===== config.mk =====
export PLATFORM = sky130hd
export DESIGN_NAME = wb_split128to64
export DESIGN_NICKNAME = d
export VERILOG_FILES = /design/src/rtl/wishbone_pkg.sv /design/src/rtl/wb_lane_steer128to64.sv /design/src/rtl/wb_split128to64.sv
export SDC_FILE = /design/constraint.sdc
export NUM_CORES = 2
export LEC_CHECK = 0
export BUFFER_PORTS_ARGS = -buffer_cell sky130_fd_sc_hd__buf_2
export CAP_MARGIN = 25
export CORE_AREA = 3 3 310 312
export CTS_CLUSTER_DIAMETER = 50
export DETAILED_ROUTE_END_ITERATION = 6
export DIE_AREA = 0 0 313 315
export SYNTH_ARGS = -nofsm -noshare
export SYNTH_HDL_FRONTEND = slang
export SYNTH_SLANG_ARGS = --single-unit

===== constraint.sdc =====
create_clock -name clk_i -period 2.75 [get_ports clk_i]
set_input_delay 0.55 -clock clk_i [delete_from_list [all_inputs] [get_ports clk_i]]
set_output_delay 0.55 -clock clk_i [all_outputs]
set_load 0.005 [all_outputs]

===== src/rtl/wishbone_pkg.sv =====
// Wishbone command types shared by the 128-bit master side and the 64-bit bus side.
// Includes size/cti encodings, the splitter state type, and the hexi-access test.
package wishbone_pkg;

    typedef enum logic [2:0] {
        byt   = 3'd0,
        wyde  = 3'd1,
        tetra = 3'd2,
        octa  = 3'd3,
        hexi  = 3'd4
    } wb_size_t;

    typedef enum logic [2:0] {
        CLASSIC = 3'b000,
        FIXED   = 3'b001,
        INCR    = 3'b010,
        EOL     = 3'b111
    } wb_cti_t;

    typedef enum logic [1:0] {
        IDLE  = 2'd0,
        BEAT0 = 2'd1,
        BEAT1 = 2'd2,
        RESP  = 2'd3
    } wb_split_state_t;

    localparam logic [15:0] SEL_HEXI = 16'hFFFF;

    typedef struct packed {
        logic [1:0]   om;
        logic [4:0]   cmd;
        logic [1:0]   bte;
        wb_cti_t      cti;
        logic [5:0]   blen;
        wb_size_t     sz;
        logic [3:0]   cid;
        logic [7:0]   tid;
        logic [15:0]  asid;
        logic [7:0]   pl;
        logic [3:0]   pri;
        logic [3:0]   cache;
        logic         csr;
        logic [2:0]   seg;
        logic         cyc;
        logic         stb;
        logic         we;
        logic [31:0]  vadr;
        logic [31:0]  padr;
        logic [15:0]  sel;
        logic [127:0] data1;
    } wb_cmd_request128_t;

    typedef struct packed {
        logic [1:0]   om;
        logic [4:0]   cmd;
        logic [1:0]   bte;
        wb_cti_t      cti;
        logic [5:0]   blen;
        wb_size_t     sz;
        logic [3:0]   cid;
        logic [7:0]   tid;
        logic [15:0]  asid;
        logic [7:0]   pl;
        logic [3:0]   pri;
        logic [3:0]   cache;
        logic         csr;
        logic [2:0]   seg;
        logic         cyc;
        logic         stb;
        logic         we;
        logic [31:0]  vadr;
        logic [31:0]  padr;
        logic [7:0]   sel;
        logic [63:0]  data1;
    } wb_cmd_request64_t;

    typedef struct packed {
        logic [3:0]   cid;
        logic [7:0]   tid;
        logic [3:0]   pri;
        logic         stall;
        logic         next;
        logic         ack;
        logic         err;
        logic         rty;
        logic [31:0]  adr;
        logic [127:0] dat;
    } wb_cmd_response128_t;

    typedef struct packed {
        logic [3:0]   cid;
        logic [7:0]   tid;
        logic [3:0]   pri;
        logic         stall;
        logic         next;
        logic         ack;
        logic         err;
        logic         rty;
        logic [31:0]  adr;
        logic [63:0]  dat;
    } wb_cmd_response64_t;

    // A full 16-byte select is treated as hexi even when sz says otherwise.
    function automatic logic is_hexi(input wb_size_t sz, input logic [15:0] sel);
        return (sz == hexi) || (sel == SEL_HEXI);
    endfunction

endpackage


===== src/rtl/wb_lane_steer128to64.sv =====
// Picks the 64-bit lane (select and write data) of a non-hexi access using address bit 3.
// Purely combinational, no latency, no flow control of its own.
module wb_lane_steer128to64
    import wishbone_pkg::*;
(
    input  logic         adr3_i,
    input  logic [15:0]  sel_i,
    input  logic [127:0] dat_i,
    output logic [7:0]   sel_o,
    output logic [63:0]  dat_o
);

    assign sel_o = adr3_i ? sel_i[15:8]   : sel_i[7:0];
    assign dat_o = adr3_i ? dat_i[127:64] : dat_i[63:0];

endmodule


===== src/rtl/wb_split128to64.sv =====
// Splits 128-bit hexi Wishbone accesses into two 64-bit beats and merges the replies; one beat issue cycle.
// One transaction in flight; master sees stall outside IDLE, bus stall holds the current beat.
module wb_split128to64
    import wishbone_pkg::*;
#(
    parameter int TO_CYCLES = 255
) (
    input  logic                clk_i,
    input  logic                rst_i,
    input  wb_cmd_request128_t  req128_i,
    output wb_cmd_response128_t resp128_o,
    output wb_cmd_request64_t   req64_o,
    input  wb_cmd_response64_t  resp64_i
);

    localparam int TW = (TO_CYCLES < 2) ? 1 : $clog2(TO_CYCLES + 1);
    localparam logic [TW-1:0] TO_LAST = (TO_CYCLES == 0) ? '0 : TW'(TO_CYCLES - 1);

    wb_split_state_t     state_q,  state_d;
    wb_cmd_request128_t  req_q,    req_d;
    wb_cmd_request64_t   req64_q,  req64_d;
    wb_cmd_response128_t resp_q,   resp_d;
    logic [63:0]         dat_lo_q, dat_lo_d;
    logic [TW-1:0]       to_cnt_q, to_cnt_d;
    logic                abort_q,  abort_d;

    wb_cmd_request128_t  src;
    wb_cmd_request64_t   issue;
    wb_cmd_response128_t resp_base;
    logic                second;
    logic                src_hexi;
    logic [7:0]          steer_sel;
    logic [63:0]         steer_dat;
    logic                beat_live;
    logic                got_ack;
    logic                got_err;
    logic                got_rty;
    logic                timed_out;
    logic                abort_now;

    // In IDLE the beat is built from the live request, afterwards from the captured copy.
    assign second   = (state_q != IDLE);
    assign src      = second ? req_q : req128_i;
    assign src_hexi = is_hexi(src.sz, src.sel);

    wb_lane_steer128to64 u_steer (
        .adr3_i (src.padr[3]),
        .sel_i  (src.sel),
        .dat_i  (src.data1),
        .sel_o  (steer_sel),
        .dat_o  (steer_dat)
    );

    always_comb begin
        issue       = '0;
        issue.om    = src.om;
        issue.cmd   = src.cmd;
        issue.bte   = src.bte;
        issue.blen  = src.blen;
        issue.cid   = src.cid;
        issue.tid   = src.tid;
        issue.asid  = src.asid;
        issue.pl    = src.pl;
        issue.pri   = src.pri;
        issue.cache = src.cache;
        issue.csr   = src.csr;
        issue.seg   = src.seg;
        issue.we    = src.we;
        issue.cyc   = 1'b1;
        issue.stb   = 1'b1;
        if (src_hexi) begin
            // Bit 3 cleared then +8 for the upper half is just bit 3 = beat index.
            issue.sz    = octa;
            issue.sel   = 8'hFF;
            issue.padr  = {src.padr[31:4], second, src.padr[2:0]};
            issue.vadr  = {src.vadr[31:4], second, src.vadr[2:0]};
            issue.data1 = second ? src.data1[127:64] : src.data1[63:0];
            issue.cti   = second ? EOL : INCR;
        end else begin
            issue.sz    = src.sz;
            issue.sel   = steer_sel;
            issue.padr  = src.padr;
            issue.vadr  = src.vadr;
            issue.data1 = steer_dat;
            issue.cti   = src.cti;
        end
    end

    always_comb begin
        resp_base     = '0;
        resp_base.cid = req_q.cid;
        resp_base.tid = req_q.tid;
        resp_base.pri = req_q.pri;
        resp_base.adr = req_q.padr;
    end

    // Responses during a bus stall do not complete the beat; err beats ack, rty beats ack.
    assign beat_live = req64_q.stb && !resp64_i.stall;
    assign got_err   = beat_live && resp64_i.err;
    assign got_rty   = beat_live && resp64_i.rty && !resp64_i.err;
    assign got_ack   = beat_live && resp64_i.ack && !resp64_i.err && !resp64_i.rty;
    assign timed_out = (TO_CYCLES != 0) && req64_q.stb && !got_err && !got_rty && !got_ack
                       && (to_cnt_q == TO_LAST);
    assign abort_now = abort_q || !req128_i.cyc;

    always_comb begin
        state_d  = state_q;
        req_d    = req_q;
        req64_d  = req64_q;
        resp_d   = resp_q;
        dat_lo_d = dat_lo_q;
        to_cnt_d = to_cnt_q;
        abort_d  = abort_q;
        case (state_q)
            IDLE: begin
                if (req128_i.cyc && req128_i.stb) begin
                    req_d    = req128_i;
                    req64_d  = issue;
                    to_cnt_d = '0;
                    abort_d  = 1'b0;
                    dat_lo_d = '0;
                    state_d  = BEAT0;
                end
            end
            BEAT0, BEAT1: begin
                if (!req128_i.cyc) begin
                    abort_d = 1'b1;
                end
                if (!req64_q.stb) begin
                    // Idle gap between the two hexi beats.
                    if (abort_now) begin
                        req64_d = '0;
                        state_d = IDLE;
                    end else begin
                        req64_d  = issue;
                        to_cnt_d = '0;
                    end
                end else if (got_err || got_rty || timed_out) begin
                    req64_d = '0;
                    if (abort_now) begin
                        state_d = IDLE;
                    end else begin
                        resp_d     = resp_base;
                        resp_d.err = got_err || timed_out;
                        resp_d.rty = got_rty;
                        state_d    = RESP;
                    end
                end else if (got_ack) begin
                    if ((state_q == BEAT0) && src_hexi && !abort_now) begin
                        dat_lo_d    = resp64_i.dat;
                        req64_d.stb = 1'b0;
                        state_d     = BEAT1;
                    end else begin
                        req64_d = '0;
                        if (abort_now) begin
                            state_d = IDLE;
                        end else begin
                            resp_d     = resp_base;
                            resp_d.ack = 1'b1;
                            resp_d.dat = src_hexi ? {resp64_i.dat, dat_lo_q}
                                                  : {2{resp64_i.dat}};
                            state_d    = RESP;
                        end
                    end
                end else begin
                    to_cnt_d = to_cnt_q + TW'(1);
                end
            end
            RESP: begin
                if (!req128_i.stb) begin
                    resp_d  = '0;
                    state_d = IDLE;
                end
            end
            default: state_d = IDLE;
        endcase
    end

    always_ff @(posedge clk_i) begin
        if (rst_i) begin
            state_q  <= IDLE;
            req_q    <= '0;
            req64_q  <= '0;
            resp_q   <= '0;
            dat_lo_q <= '0;
            to_cnt_q <= '0;
            abort_q  <= 1'b0;
        end else begin
            state_q  <= state_d;
            req_q    <= req_d;
            req64_q  <= req64_d;
            resp_q   <= resp_d;
            dat_lo_q <= dat_lo_d;
            to_cnt_q <= to_cnt_d;
            abort_q  <= abort_d;
        end
    end

    assign req64_o = req64_q;

    always_comb begin
        resp128_o       = resp_q;
        resp128_o.stall = (state_q != IDLE);
    end

    logic unused_bits;
    assign unused_bits = ^{resp64_i.cid, resp64_i.tid, resp64_i.pri, resp64_i.next,
                           resp64_i.adr, src.cyc, src.stb, resp_q.stall};

endmodule


# Yosys cells after proc, flatten, opt, wreduce, memory -nomap -nowiden
# Cells that the tools add are included.
[word_totals]
out_inout_bits = 389
ff_bits = 743
word_cells = 168
[classes]
n_addsub = 1
reduce_logical = 40
eq_ne = 23
muxes = 49
[op_table]
columns = ["cell", "count"]
rows = [
  ["2-to-1 mux 181 bit", 7],
  ["2-to-1 mux 208 bit", 5],
  ["2-to-1 mux 64 bit", 8],
  ["one-hot mux 208 bit (2 select lines)", 1],
  ["one-hot mux 181 bit (2 select lines)", 1],
  ["2-to-1 mux 280 bit", 1],
  ["2-to-1 mux 137 bit", 1],
  ["one-hot mux 64 bit (2 select lines)", 1],
  ["2-to-1 mux 108 bit", 1],
  ["2-to-1 mux 70 bit", 1],
  ["2-to-1 mux 8 bit", 6],
  ["inequality test 3 bit, second input constant", 8],
  ["== test 16 bit, second input constant", 1],
  ["2-to-1 mux 2 bit", 8],
  ["one-hot mux 8 bit (2 select lines)", 1],
  ["logical AND 1 bit", 14],
  ["inequality test 2 bit, second input constant", 7],
  ["2-to-1 mux 3 bit", 3],
  ["adder 8 x 1 -> 8 bit, second input constant", 1],
  ["== test 8 bit, second input constant", 1],
  ["logical NOT 1 bit", 8],
  ["inequality test 4 bit, second input constant", 2],
  ["AND reduction 4 bit", 2],
  ["AND reduction 7 bit", 1],
  ["other kinds (14)", 23],
]

# Depth between registers and ports, before layout
[depth]
depth_word = 13
ltp_mapped = 11
mapped_depth_nobuf = 8

# Modules after synthesis
# A second synthesis with hierarchy kept.
[unflattened]
hier_cells = 3875
hier_area_um2 = 32965.4
[by_module_without_submodules]
columns = ["mod", "area_per_inst_um2", "instances", "cells_per_inst", "seq_area_each_um2"]
rows = [
  ["wb_split128to64", 31740.4, 1, 3795, 14814.2],
  ["wb_lane_steer128to64", 1224.9, 1, 80, 0.0],
]

# Worst setup path after synthesis
# OpenSTA, ideal clock, no wires.
[synth_timing]
kind = "input-to-reg"
start = "input port resp64_i[96] (netlist name)"
end = "register resp_q (netlist bit resp128_o[17])"
t_required_ns = 2.654
stages = 8
t_arrival_ns = 2.211
setup_slack_ns = 0.443
setup_time_ns = 0.096
cell_sequence = "nor2_1 > nand4_1 > a32oi_2 > o21bai_2 > buf_6 > buf_2 > or4b_2 > o41ai_2"
[synth_via]
elab_chain_len = 10
[synth_lines]
columns = ["item", "line_no", "rtl"]
rows = [
  ["start, declared", "wb_split128to64.sv:13", "input wb_cmd_response64_t resp64_i"],
  ["logical AND 1 bit (2 in a row)", "wb_split128to64.sv:100", "assign got_rty = beat_live && resp64_i.rty && !resp64_i.err;"],
  ["logical NOT 1 bit", "wb_split128to64.sv:102", "assign timed_out = (TO_CYCLES != 0) && req64_q.stb && !got_err && !got_rty && !got_ack"],
  ["logical AND 1 bit (2 in a row)", "wb_split128to64.sv:102", ""],
  ["logical AND 1 bit", "wb_split128to64.sv:103", "&& (to_cnt_q == TO_LAST);"],
  ["logical OR 1 bit", "wb_split128to64.sv:138", "end else if (got_err || got_rty || timed_out) begin"],
  ["2-to-1 mux 181 bit", "wb_split128to64.sv:138", ""],
  ["2-to-1 mux 181 bit", "wb_split128to64.sv:129", "if (!req64_q.stb) begin"],
  ["one-hot mux 181 bit (2 select lines)", "wb_split128to64.sv:114", "case (state_q)"],
  ["end signal, assigned", "wb_split128to64.sv:192", "resp_q <= resp_d;"],
  ["end, declared", "wb_split128to64.sv:22", "wb_cmd_response128_t resp_q, resp_d;"],
]
# Parallel ways exist; a longest one is shown, timed or not. The select of a mux whose other input is x is not followed.
# A chain may end at the register's enable or synchronous reset.

# Final worst setup path
[layout_timing]
start = "register state_q[1]"
end = "register resp_q (netlist bit resp128_o[47])"
[layout_via]
elab_chain_len = 11
[layout_lines]
columns = ["item", "line_no", "rtl"]
rows = [
  ["start, declared", "wb_split128to64.sv:19", "wb_split_state_t state_q, state_d;"],
  ["start signal, assigned", "wb_split128to64.sv:189", "state_q <= state_d;"],
  ["nonzero test 2 bit", "wb_split128to64.sv:42", "assign second = (state_q != IDLE);"],
  ["2-to-1 mux 280 bit", "wb_split128to64.sv:43", "assign src = second ? req_q : req128_i;"],
  ["== test 16 bit or == test 3 bit (tied branches)", "wishbone_pkg.sv:105", "return (sz == hexi) || (sel == SEL_HEXI);"],
  ["logical OR 1 bit", "wishbone_pkg.sv:105", ""],
  ["2-to-1 mux 64 bit", "wb_split128to64.sv:160", "resp_d.dat = src_hexi ? {resp64_i.dat, dat_lo_q}"],
  ["2-to-1 mux 181 bit", "wb_split128to64.sv:155", "if (abort_now) begin"],
  ["2-to-1 mux 181 bit", "wb_split128to64.sv:149", "if ((state_q == BEAT0) && src_hexi && !abort_now) begin"],
  ["2-to-1 mux 181 bit", "wb_split128to64.sv:148", "end else if (got_ack) begin"],
  ["2-to-1 mux 181 bit", "wb_split128to64.sv:138", ""],
  ["2-to-1 mux 181 bit", "wb_split128to64.sv:129", ""],
  ["one-hot mux 181 bit (2 select lines)", "wb_split128to64.sv:114", ""],
]
# Parallel ways exist; a longest one is shown, timed or not. The select of a mux whose other input is x is not followed.

==> flow_summary_export.csv <==
group,metric,value,unit
worst_setup_path,startpoint,"state_q[1]",
sta,fin_crit,2610,ps
yosys,synth_top_family_by_area,"compound AO/OA/AOI/OAI gates",
power,internal_power,23000,µW
worst_setup_path,cp_slowest_cell,"or4b_1",
yosys,synthTopCellsByCount,"nand2_1, dfxtp_1, mux2i_1, a21oi_1, clkbuf_1",
yosys,synth_warnings,0,
yosys,syn_nets,3756,
worst_setup_path,crit_path_end,"resp128_o[47]",
global_routing,grt_max_degree,188,
worst_setup_path,end_kind,"register",
sta,skew,18.5,ps
placed_design,io_buffers,737,
yosys,async_flop_share,0,
worst_setup_path,r2r-start,"state_q[1]",
clock_tree,cts_buffers,97,
worst_setup_path,crit_top_cell,"buf_12",
clock_tree,path_clk_slew,60,ps
yosys,synthDistinctLibCells,64,
sta,slew_headroom,0.390,
die,design.die.area,0.0986,mm²
yosys,yosys-top-cells-area,"dfxtp_1, mux2i_1, nand2_1",
power,total_power,33400,µW
power,max-vdd-ir-drop,552,µV
detailed_routing,drtIter0Drc,2244,
run,cap_violations,0,
finish,fillCellCount,9183,
sta,timing.final.crit_share,0.950,
clock_tree,cts_hold_buf,0,
yosys,syn_avg_cell_area,9.18,µm²
worst_setup_path,cp_num_buf_inv,4,
power,p_per_area,827,mW/mm²
worst_setup_path,required,3300,ps
die,ioPinCount,788,
yosys,synth_xor_area_frac,0.00114,
global_routing,grtUsageTotal,0.212,
yosys,ys_ff_latch,740,
sta,hold_violations,0,
yosys,synth.top_cell.area_share,0.481,
placed_design,routabilityCongestion,0.830,
yosys,synth_edf_count,0,
detailed_routing,dr.pass1.iters,6,
worst_setup_path,startpoint_type,"register",
worst_setup_path,crit_path_max_incr_delay,530,ps
detailed_routing,vias,28000,
yosys,syn_inst,3352,
yosys,synthSimpleGateAreaFrac,0.165,
yosys,muxShareOfSynthArea,0.107,
die,coreArea,0.0933,mm²
clock_tree,cts_tree,"built",
finish,final_nets,4449,
sta,slew_violations,0,
placed_design,preCtsSetupSlack,-314,ps
yosys,ys_seq_area_frac,0.481,
finish,area_growth,31.2,%
worst_setup_path,worst-path-stages,11,
worst_setup_path,crit_chain,"inv_1 > ha_4 > nand2_1 > nor3_4 > o221a_4 > nor4_4 > buf_4 > buf_12 > buf_12 > or4b_1 > o41ai_2",
sta,setup_ws,138,ps
global_routing,grt_pass1_vias,26700,
sta,rsz0062_at_grt,"no",
worst_setup_path,path_max_fanout,27,
power,switchingPower,10400,µW
power,p_leak,0.0183,µW
worst_setup_path,r2r_cells,11,
die,fp.dieW,313,µm
detailed_routing,ant_nets,0,
sta,tightestPinTransition,914,ps
worst_setup_path,critical_path.top_delay_family,"simple AND/OR/NAND/NOR gates",
detailed_routing,via_per_inst,5.18,
yosys,syn-cell-area,0.0308,mm²
clock_tree,cts_buffer_depth,3,
outcome,outcome,"complete, no violations",
die,num_rows,112,
power,combPwrFrac,0.236,
die,initial_core_util,0.330,
yosys,synth.largest_area_cell,"dfxtp_1",
die,die_h,315,µm
hold_path,worstHoldPathType,"input pin to register",
global_routing,gr-total-overflow,0,
worst_setup_path,path_class,"register to register",
worst_setup_path,rrSetupSlack,140,ps
detailed_routing,drt_wl_total,111,mm
sta,setup_viol,0,
yosys,synth_flop_cell,"dfxtp_1",
clock_tree,cts.sinks,740,
clock_tree,root_buffer,"clkbuf_16",
sta,max_freq,0.383,GHz
yosys,synth-compound-area-share,0.199,
yosys,synth-adder-area-share,0.00203,
clock_tree,clkLatencyLatePin,660,ps
power,p_clk_frac,0.382,
clock_tree,cts_max_level,3,
power,netSwitchingFraction,0.312,
detailed_routing,drcViolationCount,0,
power,power_frac_seq,0.381,
worst_setup_path,r2r-end,"resp128_o[47]",
detailed_routing,post_drt_wl_per_cell,20.4,µm
global_routing,grt_pass1_wl,165,mm
placed_design,dp_hpwl,74.7,mm
global_routing,antenna_found_initial,36,
yosys,yosysMostFrequentCell,"nand2_1",
worst_setup_path,crit_arrival,3160,ps
finish,drive_gt1_frac,0.290,
-- power by group through the flow --
stage                     Sequential [µW]  Combinational, µW  Clock [µW]
final                               12700               7890       12800
after global routing                12900               8500       13500
after CTS                           12700               7940       13100
after detailed placement            12900               7920           0
after global placement              12900               7870           0
after floorplan                     12900               4200           0
-- cell usage in the layout, fill, tap and decap left out, types with 69 or more instances in the layout --
| cell | instances |
|---|---|
| buf_2 | 736 |
| clkbuf_16 | 98 |
| nand2b_1 | 69 |
| nor2_1 | 81 |
| buf_4 | 110 |
| o21ai_0 | 70 |
| dfxtp_1 | 740 |
| a21oi_1 | 296 |
| mux2i_1 | 326 |
| nand2_1 | 815 |
| nand3_1 | 72 |
| o2bb2ai_1 | 134 |
-- worst min path at each step --
stage / cells past startpoint / from / to / slack (ps)
5_1_grt: 3 / req128_i[238] / req_q[238] / 90
2_1_floorplan: 2 / req_q[179] / req_q[179] / 430
6_report: 2 / req128_i[31] / req64_o[31] / 130
4_1_cts: 2 / req128_i[51] / req64_o[51] / 60
3_5_place_dp: 1 / req64_o[197] / req64_o[197] / 440
3_3_place_gp: 1 / req64_o[188] / req64_o[188] / 430
-- sequential cells by signal, indices dropped and copies added (netlist names) --
register   count
req_q        278
req64_o      208
resp128_o    179
dat_lo_q      64
to_cnt_q       8
state_q        2
abort_q        1
-- routing by layer --
metal,up-vias,global-route usage,wire length (µm)
li1,13400,-,-
met1,13500,0.271,47400
met2,922,0.343,52200
met3,188,0.0550,7580
met4,14,0.0822,3310
met5,-,0,97
-- repair_timing --
item | 4_1_cts | 5_1_grt
setup endpoints to repair | 89 | 46
buffers inserted | 1 | 3
gates cloned | 0 | 0
gates resized for setup | 4 | 6
pin swaps | 2 | 4
-- metrics by stage --
step                cell area [µm²]  utilization  TNS [ps]  hold slack, ps  instances
floorplan                     30800            -         0             432       3352
global placement              36900        0.396    -51490             430       5196
detailed placement            36900        0.396    -60400             439       5196
CTS                           40200        0.431         0            61.8       5378
global route                  40400        0.433         0            92.2       5405
finish                        40400        0.433         0             135       5409
-- layout make-up --
type,count,area [µm²],share of cell area
timing repair buffer,910,5780,0.143
sequential,740,14800,0.367
clock inverter,52,538,0.0133
tap,1254,1570,0.0389
antenna,28,70.1,0.00174
clock buffer,129,2750,0.0681
inverter,13,48.8,0.00121
multi-input combinational,2283,14800,0.367
-- worst register-to-register path, cell delays in order (launching register included) --
cell and delay [ps]:
dfxtp_1 310, inv_1 110, ha_4 270, nand2_1 130, nor3_4 190, o221a_4 320
nor4_4 90, buf_4 190, buf_12 160, buf_12 170, or4b_1 530, o41ai_2 70
-- kinds of logic after synthesis --
kind of cell             Yosys count
AND/OR/NAND/NOR                 1145
XOR/XNOR                           4
AO/OA/AOI/OAI                    800
other                              1
buffers and inverters            329
flip-flops                       740
multiplexers                     328
adder cells (fa/ha/maj)            5
Power figures use the tool's default switching activity.
